<file path="config.mk">
export PLATFORM = sky130hd
export DESIGN_NAME = rv_hazard_ctrl
export DESIGN_NICKNAME = d
export VERILOG_FILES = /design/src/rtl/rv_hazard_ctrl.sv
export SDC_FILE = /design/constraint.sdc
export NUM_CORES = 1
export LEC_CHECK = 0
export CORE_ASPECT_RATIO = 0.8
export CORE_MARGIN = 1
export CORE_UTILIZATION = 45
export CTS_BUF_LIST = sky130_fd_sc_hd__clkbuf_4 sky130_fd_sc_hd__clkbuf_8
export CTS_CLUSTER_DIAMETER = 200
export CTS_CLUSTER_SIZE = 25
export DETAILED_ROUTE_END_ITERATION = 7
export DONT_BUFFER_PORTS = 1
export PLACE_DENSITY_LB_ADDON = 0.1
export SLEW_MARGIN = 10
export SYNTH_ARGS = -nofsm -noshare
export SYNTH_HDL_FRONTEND = slang
export SYNTH_SLANG_ARGS = --single-unit
</file>
<file path="constraint.sdc">
create_clock -name clk_i -period 3.55 [get_ports clk_i]
set_clock_uncertainty 0.15 [all_clocks]
set_input_delay 0.71 -clock clk_i [delete_from_list [all_inputs] [get_ports clk_i]]
set_output_delay 0.71 -clock clk_i [all_outputs]
set_load 0.01 [all_outputs]
</file>
<file path="src/rtl/rv_hazard_ctrl.sv">
// rv_hazard_ctrl: pipeline control for the F/D/E/M stages of the RV32IM core.
//
// Drives per-stage stall and kill signals, the fetch PC force, and the operand
// forwarding selects. It also tracks outstanding long-latency (MUL/DIV)
// writebacks in a per-register scoreboard and counts branch mispredicts.
//
// Ports:
//   clk_i, rst_i                  clock; synchronous active-high reset
//   boot_addr_i                   PC forced during the boot window
//   {f,d,e,m}_stall_req_i         stage-local stall requests
//   {f,d,e,m}_valid_i             stage valid flags
//   f_cu_rs{1,2}_addr/req_i       consumer sources in F
//   {d,e}_cu_rd_addr/we_i         producer destinations in D and E
//   {d,e}_load_i                  producer is a load
//   e_lu_issue_i                  E issues a long-latency op to e_cu_rd_addr_i
//   lu_done_i, lu_rd_addr_i       long-latency writeback
//   m_prediction_i, m_br_j_taken_i predicted / resolved branch direction
//   m_target_pc_i, m_next_pc_i    redirect candidates
//   cu_stall_*_o, cu_kill_*_o     per-stage stall and kill
//   cu_force_pc_o, cu_force_f_o   fetch PC override
//   cu_fwd_rs{1,2}_sel_o          00 regfile, 01 D result, 10 E result
//   cu_mispredict_cnt_o           saturating mispredict count
module rv_hazard_ctrl #(
    parameter int unsigned XLEN        = 32,
    parameter int unsigned GPR_ADDR_W  = 5,
    parameter int unsigned BOOT_CYCLES = 2,
    parameter int unsigned FWD_EN      = 1,
    parameter int unsigned LU_MAX      = 4,
    parameter int unsigned CNT_W       = 32
) (
    input  logic                  clk_i,
    input  logic                  rst_i,
    input  logic [XLEN-1:0]       boot_addr_i,
    input  logic                  f_stall_req_i,
    input  logic                  d_stall_req_i,
    input  logic                  e_stall_req_i,
    input  logic                  m_stall_req_i,
    input  logic                  f_valid_i,
    input  logic                  d_valid_i,
    input  logic                  e_valid_i,
    input  logic                  m_valid_i,
    input  logic [GPR_ADDR_W-1:0] f_cu_rs1_addr_i,
    input  logic [GPR_ADDR_W-1:0] f_cu_rs2_addr_i,
    input  logic                  f_cu_rs1_req_i,
    input  logic                  f_cu_rs2_req_i,
    input  logic [GPR_ADDR_W-1:0] d_cu_rd_addr_i,
    input  logic [GPR_ADDR_W-1:0] e_cu_rd_addr_i,
    input  logic                  d_cu_rd_we_i,
    input  logic                  e_cu_rd_we_i,
    input  logic                  d_load_i,
    input  logic                  e_load_i,
    input  logic                  e_lu_issue_i,
    input  logic                  lu_done_i,
    input  logic [GPR_ADDR_W-1:0] lu_rd_addr_i,
    input  logic                  m_prediction_i,
    input  logic                  m_br_j_taken_i,
    input  logic [XLEN-1:0]       m_target_pc_i,
    input  logic [XLEN-1:0]       m_next_pc_i,
    output logic                  cu_stall_f_o,
    output logic                  cu_stall_d_o,
    output logic                  cu_stall_e_o,
    output logic                  cu_stall_m_o,
    output logic                  cu_kill_f_o,
    output logic                  cu_kill_d_o,
    output logic                  cu_kill_e_o,
    output logic                  cu_kill_m_o,
    output logic [XLEN-1:0]       cu_force_pc_o,
    output logic                  cu_force_f_o,
    output logic [1:0]            cu_fwd_rs1_sel_o,
    output logic [1:0]            cu_fwd_rs2_sel_o,
    output logic [CNT_W-1:0]      cu_mispredict_cnt_o
);

    localparam int unsigned NREGS  = 1 << GPR_ADDR_W;
    localparam int unsigned BOOT_W = $clog2(BOOT_CYCLES + 1);
    localparam int unsigned OUT_W  = $clog2(LU_MAX + 1);
    localparam logic [BOOT_W-1:0] BOOT_END = BOOT_W'(BOOT_CYCLES);
    localparam logic [OUT_W-1:0]  OUT_MAX  = OUT_W'(LU_MAX);

    logic [BOOT_W-1:0] boot_cnt_q, boot_cnt_d;
    logic [NREGS-1:0]  pend_q, pend_d;
    logic [OUT_W-1:0]  out_cnt_q, out_cnt_d;
    logic [CNT_W-1:0]  mp_cnt_q, mp_cnt_d;

    logic in_boot, mispredict;
    logic rs1_rd, rs2_rd, d_prod, e_prod;
    logic d_hit1, d_hit2, e_hit1, e_hit2;
    logic raw_stall, sb_stall, lu_issue, waw_clear, lu_block, lu_accept;
    logic stall_m, stall_e, stall_d, stall_f;

    // Reset counts as part of the boot window so the force is also held in reset.
    assign in_boot    = rst_i | (boot_cnt_q < BOOT_END);
    assign mispredict = m_valid_i & (m_prediction_i ^ m_br_j_taken_i) & ~in_boot;

    assign rs1_rd = f_cu_rs1_req_i & f_valid_i;
    assign rs2_rd = f_cu_rs2_req_i & f_valid_i;
    assign d_prod = d_cu_rd_we_i & d_valid_i & (d_cu_rd_addr_i != '0);
    assign e_prod = e_cu_rd_we_i & e_valid_i & (e_cu_rd_addr_i != '0);
    assign d_hit1 = rs1_rd & d_prod & (f_cu_rs1_addr_i == d_cu_rd_addr_i);
    assign d_hit2 = rs2_rd & d_prod & (f_cu_rs2_addr_i == d_cu_rd_addr_i);
    assign e_hit1 = rs1_rd & e_prod & (f_cu_rs1_addr_i == e_cu_rd_addr_i);
    assign e_hit2 = rs2_rd & e_prod & (f_cu_rs2_addr_i == e_cu_rd_addr_i);

    always_comb begin
        raw_stall        = 1'b0;
        cu_fwd_rs1_sel_o = 2'b00;
        cu_fwd_rs2_sel_o = 2'b00;
        if (FWD_EN != 0) begin
            // Only a load result is not yet available for forwarding.
            raw_stall = (d_load_i & (d_hit1 | d_hit2)) | (e_load_i & (e_hit1 | e_hit2));
            if (!rst_i) begin
                cu_fwd_rs1_sel_o = d_hit1 ? 2'b01 : (e_hit1 ? 2'b10 : 2'b00);
                cu_fwd_rs2_sel_o = d_hit2 ? 2'b01 : (e_hit2 ? 2'b10 : 2'b00);
            end
        end else begin
            raw_stall = d_hit1 | d_hit2 | e_hit1 | e_hit2;
        end
    end

    // Pending bits are registered, so a same-cycle done still stalls the reader.
    assign sb_stall  = (rs1_rd & pend_q[f_cu_rs1_addr_i]) | (rs2_rd & pend_q[f_cu_rs2_addr_i]);
    assign lu_issue  = e_lu_issue_i & e_valid_i;
    assign waw_clear = lu_done_i & (lu_rd_addr_i == e_cu_rd_addr_i);
    assign lu_block  = lu_issue & (((out_cnt_q == OUT_MAX) & ~lu_done_i) |
                                   (pend_q[e_cu_rd_addr_i] & ~waw_clear));

    assign stall_m = m_stall_req_i;
    assign stall_e = stall_m | e_stall_req_i | lu_block;
    assign stall_d = stall_e | d_stall_req_i;
    assign stall_f = stall_d | f_stall_req_i | raw_stall | sb_stall;

    assign cu_stall_m_o = stall_m;
    assign cu_stall_e_o = stall_e;
    assign cu_stall_d_o = stall_d;
    assign cu_stall_f_o = stall_f;

    assign cu_kill_f_o = mispredict;
    assign cu_kill_d_o = mispredict;
    assign cu_kill_e_o = mispredict;
    assign cu_kill_m_o = mispredict;

    assign cu_force_f_o  = in_boot | mispredict;
    assign cu_force_pc_o = in_boot ? boot_addr_i :
                           (m_br_j_taken_i ? m_target_pc_i : m_next_pc_i);

    assign cu_mispredict_cnt_o = mp_cnt_q;

    assign lu_accept = lu_issue & ~mispredict & ~stall_e;

    always_comb begin
        boot_cnt_d = boot_cnt_q;
        pend_d     = pend_q;
        out_cnt_d  = out_cnt_q;
        mp_cnt_d   = mp_cnt_q;

        if (boot_cnt_q < BOOT_END) begin
            boot_cnt_d = boot_cnt_q + 1'b1;
        end

        // Clear before set: a same-register set and clear leaves the bit set.
        if (lu_done_i) begin
            pend_d[lu_rd_addr_i] = 1'b0;
        end
        if (lu_accept && (e_cu_rd_addr_i != '0)) begin
            pend_d[e_cu_rd_addr_i] = 1'b1;
        end

        unique case ({lu_accept, lu_done_i && (out_cnt_q != '0)})
            2'b10:   out_cnt_d = out_cnt_q + 1'b1;
            2'b01:   out_cnt_d = out_cnt_q - 1'b1;
            default: out_cnt_d = out_cnt_q;
        endcase

        if (mispredict && (mp_cnt_q != '1)) begin
            mp_cnt_d = mp_cnt_q + 1'b1;
        end
    end

    always_ff @(posedge clk_i) begin
        if (rst_i) begin
            boot_cnt_q <= '0;
            pend_q     <= '0;
            out_cnt_q  <= '0;
            mp_cnt_q   <= '0;
        end else begin
            boot_cnt_q <= boot_cnt_d;
            pend_q     <= pend_d;
            out_cnt_q  <= out_cnt_d;
            mp_cnt_q   <= mp_cnt_d;
        end
    end

endmodule

</file>
==> run metrics, run 1 <==
Yosys reg bits 69; Crit-path slowest cell mux4_2; area leader, netlist dfxtp_1; Final Net Count 777; RSZ-0062 raised after global routing no; Rows 35; setup_tns 0 ns; vias per cell 6.42; top cells by area, synth dfxtp_1, mux2i_1, mux4_2; dominant synthesized flop cell dfxtp_1; htree depth 3; placed cell count 770; Register-to-Register Path Depth 12; MaxCap Viol Count 0; largest delay contributor family on the critical path compound AO/OA/AOI/OAI gates; CP Class in2out; post-synth net total 812; final critical-path required period 3.27 ns; Clock Sinks 69; synth unique cells 64; Starting Density 0.471; crit path to cu_stall_e_o; CP cell instances mux4_2, nor3b_1, a41o_1, a211oi_2, o21ai_4, a311o_1; grt ovf 0; CTS Root Cell clkbuf_8; TritonCTS clock tree built; post-synthesis area per instance 8.28 um^2; area grow syn2layout 2.92%; P_leak 0.00197 uW; critical path depth 6; clk_lat worst skew 0.35 ns; total number of vias 5043; Critical Path End Type output pin; Post-CTS Setup Bufs 0; drc violations 0; Synthesis Warnings 0; clk slew on worst S/H paths 0.07 ns; relative slew slack 0.363; Synth top area share 0.250; Num CTS Buffers 9; total wire length 17600 um; startpoint types input port; Mapped Area 0.00553 mm^2; worst flop-to-flop path endpoint out_cnt_q[2]; most frequent cells in the layout nand2_1, dfxtp_1, mux2i_1, nor2_1, nand3_1; slowest stage delay, CP 0.46 ns; Post-DRT Antenna Nets 0; hpwl dp 13700 um; Slew Viols, Final 0; status complete, no violations; antenna violations before repair 1; I/O pin cnt 218; EDFF count, synth 0; largest net degree at the start of global routing 66; RR Startpoint pend_q[4]; Slew @ Worst Pin 0.953 ns; Setup Viol. Count Final 0; Setup crit start e_cu_rd_addr_i[1]; Global Route Usage Sum 0.269; Post-Synthesis Cells 668; Max Root-Sink Buffers 2; fraction of layout cells with a size suffix above 1 0.129; sequential share of the synthesized area 0.250; critical path data arrival time 2.41 ns; Max rail drop VDD 0.186 mV; Non-Filler Instances 786; CORE AREA 0.0117 mm^2; vias in the first global route 4589; final worst path period share 0.921; Worst Path Required 2.69 ns; Crit path buffers/inverters 0; Fin. Hold Viols 0; 1st-iter DRT viols 438; Hold WS 0.310 ns; worst reg-to-reg setup slack 0.35 ns; first drt pass iteration count 4; die area 0.0127 mm^2; critical path peak fanout 29; Util after Layout 0.485; Hold-fix buffers, CTS 0; CTS-repair resized insts 0; pwr dens 282 mW/mm^2; Hold Crit Class in2reg; die height 101 um; achievable frequency 306 MHz; most common cell after layout, fill and taps aside nand2_1; quantity of I/O buffers inserted on ports 0; Avg WL per Cell 22.4 um; gpl congestion 0.926; Die W 126 um; asr flop ratio synth 0; global-route wire length before repair 26100 um
==> cell families (layout without fill, tap and decap cells) <==
| logic type | after synthesis | in the layout | share of synthesized area |
|---|---|---|---|
| adders and majority gates | 3 | 3 | 0.00814 |
| other | 0 | 1 | 0 |
| xor gates and xnor gates | 52 | 52 | 0.0823 |
| and+or+nand+nor | 264 | 264 | 0.238 |
| DFF | 69 | 69 | 0.250 |
| muxes | 72 | 72 | 0.176 |
| buffers and inverters | 73 | 42 | 0.0617 |
| AOI/OAI and AO/OA | 135 | 135 | 0.184 |
==> cell usage after synthesis, types with 3 or more instances <==
library cell / instances
or3_1: 6
nand2b_1: 4
mux2i_1: 51
o31ai_1: 11
buf_4: 6
nand4_1: 11
o31ai_2: 20
nor2b_1: 3
or4_1: 5
mux4_2: 20
nand3b_1: 4
and3_1: 8
o221ai_1: 3
nand3_1: 37
nand2_1: 91
xor2_1: 27
a211oi_1: 5
dfxtp_1: 69
o21ai_0: 36
nor2_1: 45
clkbuf_1: 28
inv_1: 16
nor3b_1: 5
buf_2: 11
xnor2_1: 25
o211ai_1: 18
nor3_1: 12
or2_2: 3
and2_1: 3
nor4_1: 14
a21o_1: 4
a2111oi_0: 4
buf_1: 7
buf_6: 4
a21oi_1: 13
==> registers in the layout (all words and copies together) (netlist names) <==
register and count:
out_cnt_q 3, cu_mispredict_cnt_o 32, pend_q 32, boot_cnt_q 2
==> power by group <==
part / switching, uW / internal (uW)
Clock: 294 / 263
Combinational: 161 / 99.5
Sequential: 7.39 / 781
Total: 463 / 1140
==> final cells by class <==
type	count	area [um^2]
Antenna cell	1	2.50
Clock buffer	10	138
Clock inverter	5	27.5
Fill cell	1182	6040
Inverter	17	65.1
Multi-Input combinational cell	526	3820
Sequential cell	69	1380
Tap cell	148	185
Timing Repair Buffer	10	75.1
==> routing by layer <==
metal | track usage | share of wire | routed length, um | up-vias
li1 | - | - | - | 2384
met1 | 0.355 | 0.44 | 7680 | 2375
met2 | 0.427 | 0.46 | 8140 | 263
met3 | 0.0755 | 0.086 | 1510 | 21
met4 | 0.0862 | 0.017 | 294 | 0
met5 | 0 | 0 | 0 | -
==> per-stage QoR <==
| stage | setup WS [ns] | power [uW] | instance area, um^2 |
|---|---|---|---|
| floorplan | 0.177 | 1070 | 5530 |
| global placement | 0.124 | 1060 | 5530 |
| detailed placement | 0.00261 | 1070 | 5530 |
| CTS | 0.278 | 1630 | 5690 |
| global route | 0.207 | 1680 | 5690 |
| finish | 0.280 | 1610 | 5690 |
==> worst min-delay path by stage <==
| stage | from | end | slack [ns] | depth (start not counted) |
|---|---|---|---|---|
| 4_1_cts | rst_i | cu_mispredict_cnt_o[14] | 0.27 | 1 |
| 6_report | rst_i | cu_mispredict_cnt_o[25] | 0.31 | 1 |
| 3_3_place_gp | boot_cnt_q[0] | boot_cnt_q[1] | 0.31 | 2 |
| 3_5_place_dp | boot_cnt_q[0] | boot_cnt_q[1] | 0.33 | 2 |
| 2_1_floorplan | boot_cnt_q[0] | boot_cnt_q[1] | 0.30 | 2 |
| 5_1_grt | rst_i | cu_mispredict_cnt_o[1] | 0.27 | 1 |
Note: power is estimated with default switching activity, not from simulation.
==> run 2, diff against run 1 <==
--- a/config.mk
+++ b/config.mk
@@ -14,6 +14,7 @@
 export DETAILED_ROUTE_END_ITERATION = 7
 export DONT_BUFFER_PORTS = 1
 export PLACE_DENSITY_LB_ADDON = 0.1
+export RECOVER_POWER = 100
 export SLEW_MARGIN = 10
 export SYNTH_ARGS = -nofsm -noshare
 export SYNTH_HDL_FRONTEND = slang
==> run metrics, run 2 (synthesis gave the netlist of run 1 again) <==
pwr dens 284 mW/mm^2; relative slew slack 0.248; htree depth 3; dpl cell area 0.00553 mm^2; placed cell count 770; Worst Path Required 2.69 ns; Crit path buffers/inverters 0; critical path data arrival time 2.41 ns; TritonCTS clock tree built; critical path peak fanout 29; CP Class in2out; Clock Sinks 69; grt ovf 0; antenna violations before repair 1; area grow syn2layout 1.92%; Avg WL per Cell 22.4 um; vias in the first global route 4589; die height 101 um; hpwl dp 13700 um; final worst path period share 0.920; Max Root-Sink Buffers 2; global-route track usage on met3 0.0755; Die W 126 um; Non-Filler Instances 786; 1st-iter DRT viols 405; fraction of layout cells with a size suffix above 1 0.111; Hold-fix buffers, CTS 0; total number of vias 5097; met1 Use GR 0.355; Post-DRT Antenna Nets 0; most common cell after layout, fill and taps aside nand2_1; Critical Path End Type output pin; design area 0.00564 mm^2; RSZ-0062 raised after global routing no; largest delay contributor family on the critical path compound AO/OA/AOI/OAI gates; Max rail drop VDD 0.185 mV; Hold Crit Class in2reg; die area 0.0127 mm^2; MaxCap Viol Count 0; CTS-repair resized insts 0; gpl congestion 0.926; total wire length 17600 um; most frequent cells in the layout nand2_1, dfxtp_1, mux2i_1, nor2_1, nand3_1; worst reg-to-reg setup slack 0.36 ns; setup_tns 0 ns; CP cell instances mux4_2, nor3b_1, a41o_1, a211oi_2, o21ai_4, a311o_1; clk_lat worst skew 0.35 ns; first drt pass iteration count 7; met2 usage 0.427; I/O pin cnt 218; Rows 35; CTS Root Cell clkbuf_8; Fin. Hold Viols 0; largest net degree at the start of global routing 66; quantity of I/O buffers inserted on ports 0; Setup Viol. Count Final 0; drc violations 0; GRT busiest layer met2; clk slew on worst S/H paths 0.07 ns; Final Net Count 777; Crit-path slowest cell mux4_2; Global Route Usage Sum 0.269; P_leak 0.00192 uW; achievable frequency 306 MHz; FILL cells 1192; Post-CTS Setup Bufs 0; final critical-path required period 3.27 ns; Num CTS Buffers 9; CORE AREA 0.0117 mm^2; Slew @ Worst Pin 1.13 ns; startpoint types input port; slowest stage delay, CP 0.46 ns; global-route wire length before repair 26100 um; status complete, no violations; vias per cell 6.48; Starting Density 0.471; Slew Viols, Final 0
-- run 2: cell types whose count changed in the layout (fill, tap and decap cells not counted), sizes merged --
cell / before / now
clkinvlp: 1 / 2
clkbuf: 10 / 15
clkinv: 5 / 4
buf: 10 / 5
-- run 2: layout make-up --
class                   instances  area (um^2)  area share
clock inverters                 5         27.5     0.00488
multi-input cells             526         3780       0.671
flip-flops and latches         69         1380       0.245
repair buffers                 10         57.6      0.0102
well taps                     148          185      0.0328
inverters                      17         65.1      0.0115
clock buffers                  10          138      0.0244
diodes                          1         2.50    0.000444
-- run 2: report_power, final --
group	leakage [uW]	total (uW)	internal [uW]	switching (uW)
combinational	0.00127	256	95.9	160
clock	0.0000877	558	264	294
sequential	0.000556	788	781	7.37
total	0.00192	1600	1140	462
-- run 2: per-layer routing --
layer | wire length [um] | vias to the layer above
met1 | 7560 | 2410
li1 | - | 2387
met5 | 0 | -
met2 | 8090 | 281
met4 | 278 | 0
met3 | 1670 | 19
-- run 2: path summary, 6_finish.rpt --
check                     from                     end  cells after the start
max          e_cu_rd_addr_i[1]            cu_stall_e_o                      6
min reg2reg      boot_cnt_q[0]           boot_cnt_q[1]                      2
max reg2reg          pend_q[4]            out_cnt_q[2]                     12
min                      rst_i  cu_mispredict_cnt_o[1]                      1
-- run 2: stage by stage --
step                power, uW  hold WS (ns)  utilization  setup slack (ns)
global placement         1060         0.314        0.471             0.124
CTS                      1630         0.266        0.485             0.278
detailed placement       1070         0.328        0.471           0.00261
floorplan                1070         0.303            -             0.177
global route             1670         0.272        0.480             0.208
finish                   1600         0.305        0.480             0.284
==> run 3, diff against run 2 <==
--- a/config.mk
+++ b/config.mk
@@ -19,3 +19,4 @@
 export SYNTH_ARGS = -nofsm -noshare
 export SYNTH_HDL_FRONTEND = slang
 export SYNTH_SLANG_ARGS = --single-unit
+export TNS_END_PERCENT = 1
==> results of run 3 <==
No change in the layout: final DEF, timing and power equal those of run 2.
